## src/rtl/mips_multicycle_control.sv

```systemverilog
// Multicycle MIPS main control FSM: sequences fetch/decode/execute/memory/write-back
// and stalls FETCH, MEMREAD and MEMWRITE on the memory-ready handshake.
module mips_multicycle_control #(
  parameter bit ENABLE_ADDI = 1'b1,
  parameter int STATE_W     = 4
) (
  input  logic               clk,
  input  logic               reset,
  input  logic [5:0]         opcode,
  input  logic               mem_ready,
  output logic               pc_write,
  output logic               pc_write_cond,
  output logic               iord,
  output logic               mem_read,
  output logic               mem_write,
  output logic               ir_write,
  output logic               mem_to_reg,
  output logic               reg_dst,
  output logic               reg_write,
  output logic               alu_src_a,
  output logic [1:0]         alu_src_b,
  output logic [1:0]         alu_op,
  output logic [1:0]         pc_source,
  output logic               illegal_op,
  output logic [STATE_W-1:0] state
);

  localparam logic [5:0] OP_RTYPE = 6'b000000;
  localparam logic [5:0] OP_J     = 6'b000010;
  localparam logic [5:0] OP_BEQ   = 6'b000100;
  localparam logic [5:0] OP_ADDI  = 6'b001000;
  localparam logic [5:0] OP_LW    = 6'b100011;
  localparam logic [5:0] OP_SW    = 6'b101011;

  typedef enum logic [STATE_W-1:0] {
    IDLE     = STATE_W'(0),
    FETCH    = STATE_W'(1),
    DECODE   = STATE_W'(2),
    MEMADR   = STATE_W'(3),
    MEMREAD  = STATE_W'(4),
    MEMWB    = STATE_W'(5),
    MEMWRITE = STATE_W'(6),
    EXECUTE  = STATE_W'(7),
    ALUWB    = STATE_W'(8),
    BRANCH   = STATE_W'(9),
    ADDIEX   = STATE_W'(10),
    ADDIWB   = STATE_W'(11),
    JUMP     = STATE_W'(12)
  } state_e;

  state_e state_q, state_d;
  logic   illegal_q, illegal_d;
  logic   op_supported;

  // NOTE: state registers use non-blocking assignments so every flop samples pre-edge values.
  always_ff @(posedge clk) begin
    if (reset) begin
      state_q   <= IDLE;
      illegal_q <= 1'b0;
    end else begin
      state_q   <= state_d;
      illegal_q <= illegal_d;
    end
  end

  always_comb begin
    op_supported = (opcode == OP_LW) || (opcode == OP_SW) || (opcode == OP_RTYPE) ||
                   (opcode == OP_BEQ) || (opcode == OP_J) ||
                   (ENABLE_ADDI && (opcode == OP_ADDI));
  end

  // The flag is set while leaving DECODE so it shows during the first FETCH cycle only.
  always_comb begin
    illegal_d = (state_q == DECODE) && !op_supported;
  end

  // NOTE: every output and state_d gets a default first so no path can infer a latch.
  always_comb begin
    state_d       = state_q;
    pc_write      = 1'b0;
    pc_write_cond = 1'b0;
    iord          = 1'b0;
    mem_read      = 1'b0;
    mem_write     = 1'b0;
    ir_write      = 1'b0;
    mem_to_reg    = 1'b0;
    reg_dst       = 1'b0;
    reg_write     = 1'b0;
    alu_src_a     = 1'b0;
    alu_src_b     = 2'b00;
    alu_op        = 2'b00;
    pc_source     = 2'b00;

    case (state_q)
      IDLE: state_d = FETCH;
      FETCH: begin
        mem_read  = 1'b1;
        alu_src_b = 2'b01;
        ir_write  = mem_ready;
        pc_write  = mem_ready;
        if (mem_ready) state_d = DECODE;
      end
      DECODE: begin
        alu_src_b = 2'b11;
        if ((opcode == OP_LW) || (opcode == OP_SW)) state_d = MEMADR;
        else if (opcode == OP_RTYPE)                state_d = EXECUTE;
        else if (opcode == OP_BEQ)                  state_d = BRANCH;
        else if (opcode == OP_J)                    state_d = JUMP;
        else if (ENABLE_ADDI && (opcode == OP_ADDI)) state_d = ADDIEX;
        else                                        state_d = FETCH;
      end
      MEMADR: begin
        alu_src_a = 1'b1;
        alu_src_b = 2'b10;
        if (opcode == OP_LW)      state_d = MEMREAD;
        else if (opcode == OP_SW) state_d = MEMWRITE;
        else                      state_d = FETCH;
      end
      MEMREAD: begin
        mem_read = 1'b1;
        iord     = 1'b1;
        if (mem_ready) state_d = MEMWB;
      end
      MEMWB: begin
        reg_write  = 1'b1;
        mem_to_reg = 1'b1;
        state_d    = FETCH;
      end
      MEMWRITE: begin
        mem_write = 1'b1;
        iord      = 1'b1;
        if (mem_ready) state_d = FETCH;
      end
      EXECUTE: begin
        alu_src_a = 1'b1;
        alu_op    = 2'b10;
        state_d   = ALUWB;
      end
      ALUWB: begin
        reg_write = 1'b1;
        reg_dst   = 1'b1;
        state_d   = FETCH;
      end
      BRANCH: begin
        alu_src_a     = 1'b1;
        alu_op        = 2'b01;
        pc_write_cond = 1'b1;
        pc_source     = 2'b01;
        state_d       = FETCH;
      end
      ADDIEX: begin
        alu_src_a = 1'b1;
        alu_src_b = 2'b10;
        state_d   = ADDIWB;
      end
      ADDIWB: begin
        reg_write = 1'b1;
        state_d   = FETCH;
      end
      JUMP: begin
        pc_write  = 1'b1;
        pc_source = 2'b10;
        state_d   = FETCH;
      end
      default: state_d = IDLE;
    endcase
  end

  assign illegal_op = illegal_q;
  assign state      = state_q;

endmodule

```

## config.mk

```make
export PLATFORM = sky130hd
export DESIGN_NAME = mips_multicycle_control
export DESIGN_NICKNAME = d
export VERILOG_FILES = /design/src/rtl/mips_multicycle_control.sv
export SDC_FILE = /design/constraint.sdc
export NUM_CORES = 1
export LEC_CHECK = 0
export BUFFER_PORTS_ARGS = -buffer_cell sky130_fd_sc_hd__clkbuf_2
export CAP_MARGIN = 20
export CORE_MARGIN = 3
export CORE_UTILIZATION = 35
export DETAILED_ROUTE_END_ITERATION = 6
export SKIP_CTS_REPAIR_TIMING = 1
export SYNTH_ARGS = -nofsm -noshare
export SYNTH_HDL_FRONTEND = slang
export SYNTH_SLANG_ARGS = --single-unit
```

## constraint.sdc

```tcl
create_clock -name clk -period 1.65 [get_ports clk]
set_input_delay 0.0825 -clock clk [delete_from_list [all_inputs] [get_ports clk]]
set_output_delay 0.0825 -clock clk [all_outputs]
set_load 0.005 [all_outputs]
```

# [Yosys cells after proc, flatten, opt, wreduce, memory -nomap -nowiden]
# Cells that the tools add are included.
[totals] ff_bits=5 latchBits=0 ram_bits=0 mem_bits_ro=0 word_cells=62 mem_count=0
[classes] n_addsub=0 multipliers=0 div_mod_pow=0 order_cmp=0 n_eq_ne=20 shifts=0 n_mux=24 bitwise_logic=0 n_reduce_logical=16
[op_table] op="$mux 4" count=8
[op_table] op="$pmux 4 s8" count=1
[op_table] op="$eq 4x4->1 const B" count=5
[op_table] op="$eq 4x3->1 const B" count=4
[op_table] op="$eq 6x6->1 const B" count=2
[op_table] op="$mux 1" count=9
[op_table] op="$eq 4x2->1 const B" count=2
[op_table] op="$pmux 2 s2" count=2
[op_table] op="$eq 6x2->1 const B" count=1
[op_table] op="$eq 6x3->1 const B" count=1
[op_table] op="$eq 6x4->1 const B" count=1
[op_table] op="$logic_not 6->1" count=1
[op_table] op="$mux 3" count=2
[op_table] op="$ne 2x2->1 const B" count=3
[op_table] op="$pmux 2 s3" count=1
[op_table] op="$reduce_or 2->1" count=3
[op_table] op="$reduce_or 6->1" count=1
[op_table] op="$logic_or 1x1->1" count=5
[op_table] op="$eq 4x1->1 const B" count=1
[op_table] op="$logic_not 4->1" count=1
[op_table] op="$reduce_or 4->1" count=1
[op_table] op="$reduce_and 3->1" count=1
[op_table] op="$reduce_or 3->1" count=1
[op_table] op="$pmux 1 s2" count=1
[op_table] op="other kinds (2)" count=2

# [Longest topological paths before layout]
[logic_depth] ltp_word=8 mapped_depth=5 mapped_depth_nobuf=4

# [Worst setup path before layout]
# Ideal clock, no wire load.
[synth_path] path_kind="register to register" from="register state_q[1] (netlist: state[1])" to="register state_q[1] (netlist: state[1])" t_arrival_ps=1162 path_slack_ps=400 stages_incl_launch_ff=5 path_buffers=2 path_cell_list="dfxtp_1 -> buf_2 -> clkbuf_1 -> o2111ai_1 -> a311oi_2"
[synth_between] elab_chain_cells=3 elab_cells_between_ends=19
[synth_rtl] element="from (decl)" line_no="51" text="state_e state_q, state_d;"
[synth_rtl] element="from (signal assigned)" line_no="61" text="state_q <= state_d;"
[synth_rtl] element="$eq 4x4->1, or another cell as far along" line_no="94" text="case (state_q)"
[synth_rtl] element="$reduce_or 6->1 (no line) or $ne 2x2->1 (tied branches)"
[synth_rtl] element="$pmux 4 s8 or $reduce_and 3->1 (tied branches)"
# Parallel ways exist; a longest one is shown, timed or not.
# A chain may end at the register's enable or synchronous reset.

# [Worst setup path after layout]
[layout_path] from="register state_q[2] (netlist: state[2])" to="output reg_write"
[layout_between] elab_chain_cells=3 elab_cells_between_ends=5
[layout_rtl] element="$eq 4x4->1 or $eq 4x3->1 (tied branches)" line_no="94"
[layout_rtl] element="$reduce_or 3->1 (no line) *"
[layout_rtl] element="$mux 1 *" line_no="94"
[layout_rtl] element="to (decl)" line_no="19" text="output logic reg_write,"
# Mark *: on every way between the ends. The rest lies on a longest branch, timed or not.

==> implementation parameters <==
Parameter                              Value

Outcome
  Status    finished, final reports clean

Worst hold path
  Hold crit path type    input port to flip-flop
  Hold Crit Start    reset
  Worst hold stages    2
  Worst min-delay path endpoint    state[1]$_SDFFE_PP0P_

Power
  Clock share of power    0.357
  Leakage power of the design    between 0.3 and 0.4 nW
  Psw    0.000136 W
  Switching power as a share of total power    0.327
  Total power consumption of the routed design    0.000414 W
  Part of the total power dissipated in sequential elements    0.336
  Power per unit of standard cell area    approximately 520 mW/mm²
  Maximum VDD drop    224 µV
  Combinational fraction of design power    0.307
  Internal Pwr Total    0.000279 W

Yosys
  Ranking of synthesized cells by area    dfxtp_1 16%, nor2_1 7.3%, nand2_1 5.5%
  Top cell type's share of synthesized area    0.163
  Post-synth net total    just under 100
  Post-synth EDFFs    0
  Cell type with the largest total area after synthesis    dfxtp_1
  Most instantiated flip-flop cell in the synthesis netlist    dfxtp_1
  Number of synthesized register bits    5
  Post-synthesis instance area    roughly 600 µm²
  Proportion of synthesized chip area in sequential cells    0.163
  Average size of a mapped cell    about 7 µm²
  Gate Count Post-Synth    90
  Share of flip-flops with an asynchronous set or reset after synthesis    0
  Synthesis warning total    0
  Count of different cell masters after synthesis    39

Clock network
  Root buffer cell    clkbuf_4
  Worst-path clk slew    0.04 ns
  CTS tree    done
  Number of buffers between clock root and the deepest sink    2
  Clock buffer count from CTS    3
  Clk Latency, worst-skew pair    between 0.2 and 0.3 ns
  H-tree depth    1
  Clock Sinks    5

Placement
  Count of buffers inserted at the top-level ports    29
  Sum of net half-perimeters after detailed placement    approximately 1400 µm
  Final weighted congestion of routability-driven global placement    about 0.83

Timing
  Final number of setup-violating endpoints    0
  Fmax    about 640 MHz
  Total Neg Setup Slack    0 ns
  Transition time at the pin with the least slew margin    0.438 ns
  Final Slew Violations    0
  Worst slew margin    0.708
  Clock Skews    just under 0.0007 ns
  Post-route minimum period    1.55 ns
  Unrepaired setup endpoints after global routing    false
  Hold Fails Final Rpt    0
  Period utilisation layout    0.941

Global route
  Congestion Overflow GR    0
  GRT Util Overall    0.170
  Maximum number of pins on one net before global-route repair    15
  Met3 track utilization from global routing    0.00376
  Wire length of the first global-routing pass    roughly 2800 µm
  Via count of the first global-routing pass    629
  Met1 Track Usage GR    0.201
  Most Crowded Layer GR    met2
  Initial antenna violation count    0
  GR met2 Demand/Resource    0.303

Critical path
  Crit path arrival time    about 1.5 ns
  Worst-case reg-to-reg path depth    4
  Type of element capturing the critical path    output pin
  Top Family by Delay on Critical Path    flip-flops
  Worst setup slack for register-to-register paths    around 0.28 ns
  Startpoint of the most critical register-to-register path    state[2]$_SDFFE_PP0P_
  Critical setup path kind    flip-flop to output pin
  Cells traversed along the worst timing path    nand2_1, nor3_1, o21bai_1, clkbuf_2
  Critical path buffer and inverter count    1
  Critical register-to-register path endpoint    state[1]$_SDFFE_PP0P_
  Delay of the slowest critical-path stage    0.55 ns
  Cell at the slowest stage of the critical path    dfxtp_1
  Worst-path maximum fanout    11
  Data required time at the worst endpoint    about 1.6 ns
  Startpoint kind of the worst setup timing path    flip-flop

Die
  Die Span Y    around 48 µm
  Total core area    0.00158 mm²
  Number of top-level pins    30
  Initial standard-cell utilization of the core    0.389
  Total number of placement rows    14
  Die Area    about 0.0023 mm²
  Horizontal extent of the die    approximately 48 µm

Route
  Wirelength per Cell    between 10 and 15 µm
  Router iterations before antenna repair    4
  Initial detailed-routing violation count    11
  Drt via density    about 5.6
  Vias    757
  Drt total wl    around 1800 µm
  Residual DRC    0
  Post-route antenna net violation count    0

Cells and area
  N_diodes    0
  Filler cell count    between 150 and 200
  Area growth from synthesis to final layout    29.2%
  Share of cells above drive strength 1    0.353
  Footprint of the multi-input gates    about 450 µm²
  Final Net Count    roughly 130
  Footprint of the flip-flops and latches    approximately 100 µm²

Flow run
  Number of maximum-capacitance violations    0
## per-stage QoR
stage | instances | hold slack [ns] | setup WS [ns] | instance area, µm² | util
finish | 135 | 0.0820 | 0.0976 | 792 | 0.502
global route | 135 | 0.0893 | 0.0218 | 792 | 0.502
CTS | 135 | 0.0870 | 0.0530 | 790 | 0.501
detailed placement | 131 | 0.351 | 0.282 | 763 | 0.484
global placement | 131 | 0.342 | 0.303 | 763 | 0.484
floorplan | 90 | 0.150 | 0.400 | 613 | -
## kinds of logic (layout without fill, tap and decap cells)
| family | Yosys count | after routing | synth area share |
|---|---|---|---|
| multiplexers | 1 | 1 | 0.0163 |
| flip-flops | 5 | 5 | 0.163 |
| AND/OR/NAND/NOR | 47 | 47 | 0.400 |
| XOR/XNOR | 3 | 3 | 0.0429 |
| AO/OA/AOI/OAI | 22 | 22 | 0.273 |
| buffers and inverters | 12 | 41 | 0.104 |
## how the worst max path moves through the flow
stage / start / to / slack (ns) / cells after the start
5_1_grt: state[2]$_SDFFE_PP0P_ / reg_write / 0.02 / 4
2_1_floorplan: state[1]$_SDFFE_PP0P_ / state[1]$_SDFFE_PP0P_ / 0.40 / 4
6_report: state[2]$_SDFFE_PP0P_ / reg_write / 0.1 / 4
4_1_cts: state[1]$_SDFFE_PP0P_ / alu_src_b[0] / 0.05 / 4
3_3_place_gp: state[1]$_SDFFE_PP0P_ / alu_src_b[0] / 0.30 / 4
3_5_place_dp: state[2]$_SDFFE_PP0P_ / state[1]$_SDFFE_PP0P_ / 0.28 / 4
## layout make-up
class	count	area share
sequential	5	0.130
multi-input combinational	73	0.567
inverter	3	0.0142
tap	16	0.0253
clock buffer	4	0.0332
timing repair buffer	34	0.231
## per-layer routing
| layer | part of all wire | wire length [µm] | up-vias |
|---|---|---|---|
| li1 | - | - | 381 |
| met1 | 0.44 | 784 | 334 |
| met2 | 0.45 | 800 | 39 |
| met3 | 0.087 | 155 | 3 |
| met4 | 0.018 | 32 | 0 |
| met5 | 0 | 0 | - |
## Yosys cell counts, types with 2 or more instances
library cell and count:
and3_1 2, o21bai_1 2, o21ai_0 3, nand2_1 9, nor4_1 3, nor3_1 5
nand3_1 2, buf_2 6, dfxtp_1 5, xor2_1 3, inv_1 3, nor2_1 12
a21oi_1 6, nand2b_1 4
## sequential cells by signal (all words and copies together) (netlist names)
signal	count
illegal_op	1
state	4
## power by group through the flow
stage / combinational [W] / sequential [W] / clock (W)
2_1_floorplan: 0.0000848 / 0.000132 / 0
4_1_cts: 0.000127 / 0.000138 / 0.000151
6_report: 0.000127 / 0.000139 / 0.000148
3_3_place_gp: 0.000126 / 0.000140 / 0
3_5_place_dp: 0.000127 / 0.000140 / 0
5_1_grt: 0.000144 / 0.000141 / 0.000157
## placed cells by master (no fill, tap or decap), drive strengths merged, types with 2 or more instances in the layout
cell type   n
nor4        3
dfxtp       5
nor2       13
nand2       9
nor3        5
buf         5
xor2        3
o21bai      2
and3        2
a21oi       6
inv         3
o21ai       3
or2         2
nand3       2
nand2b      4
clkbuf     33
Power figures use the tool's default switching activity.
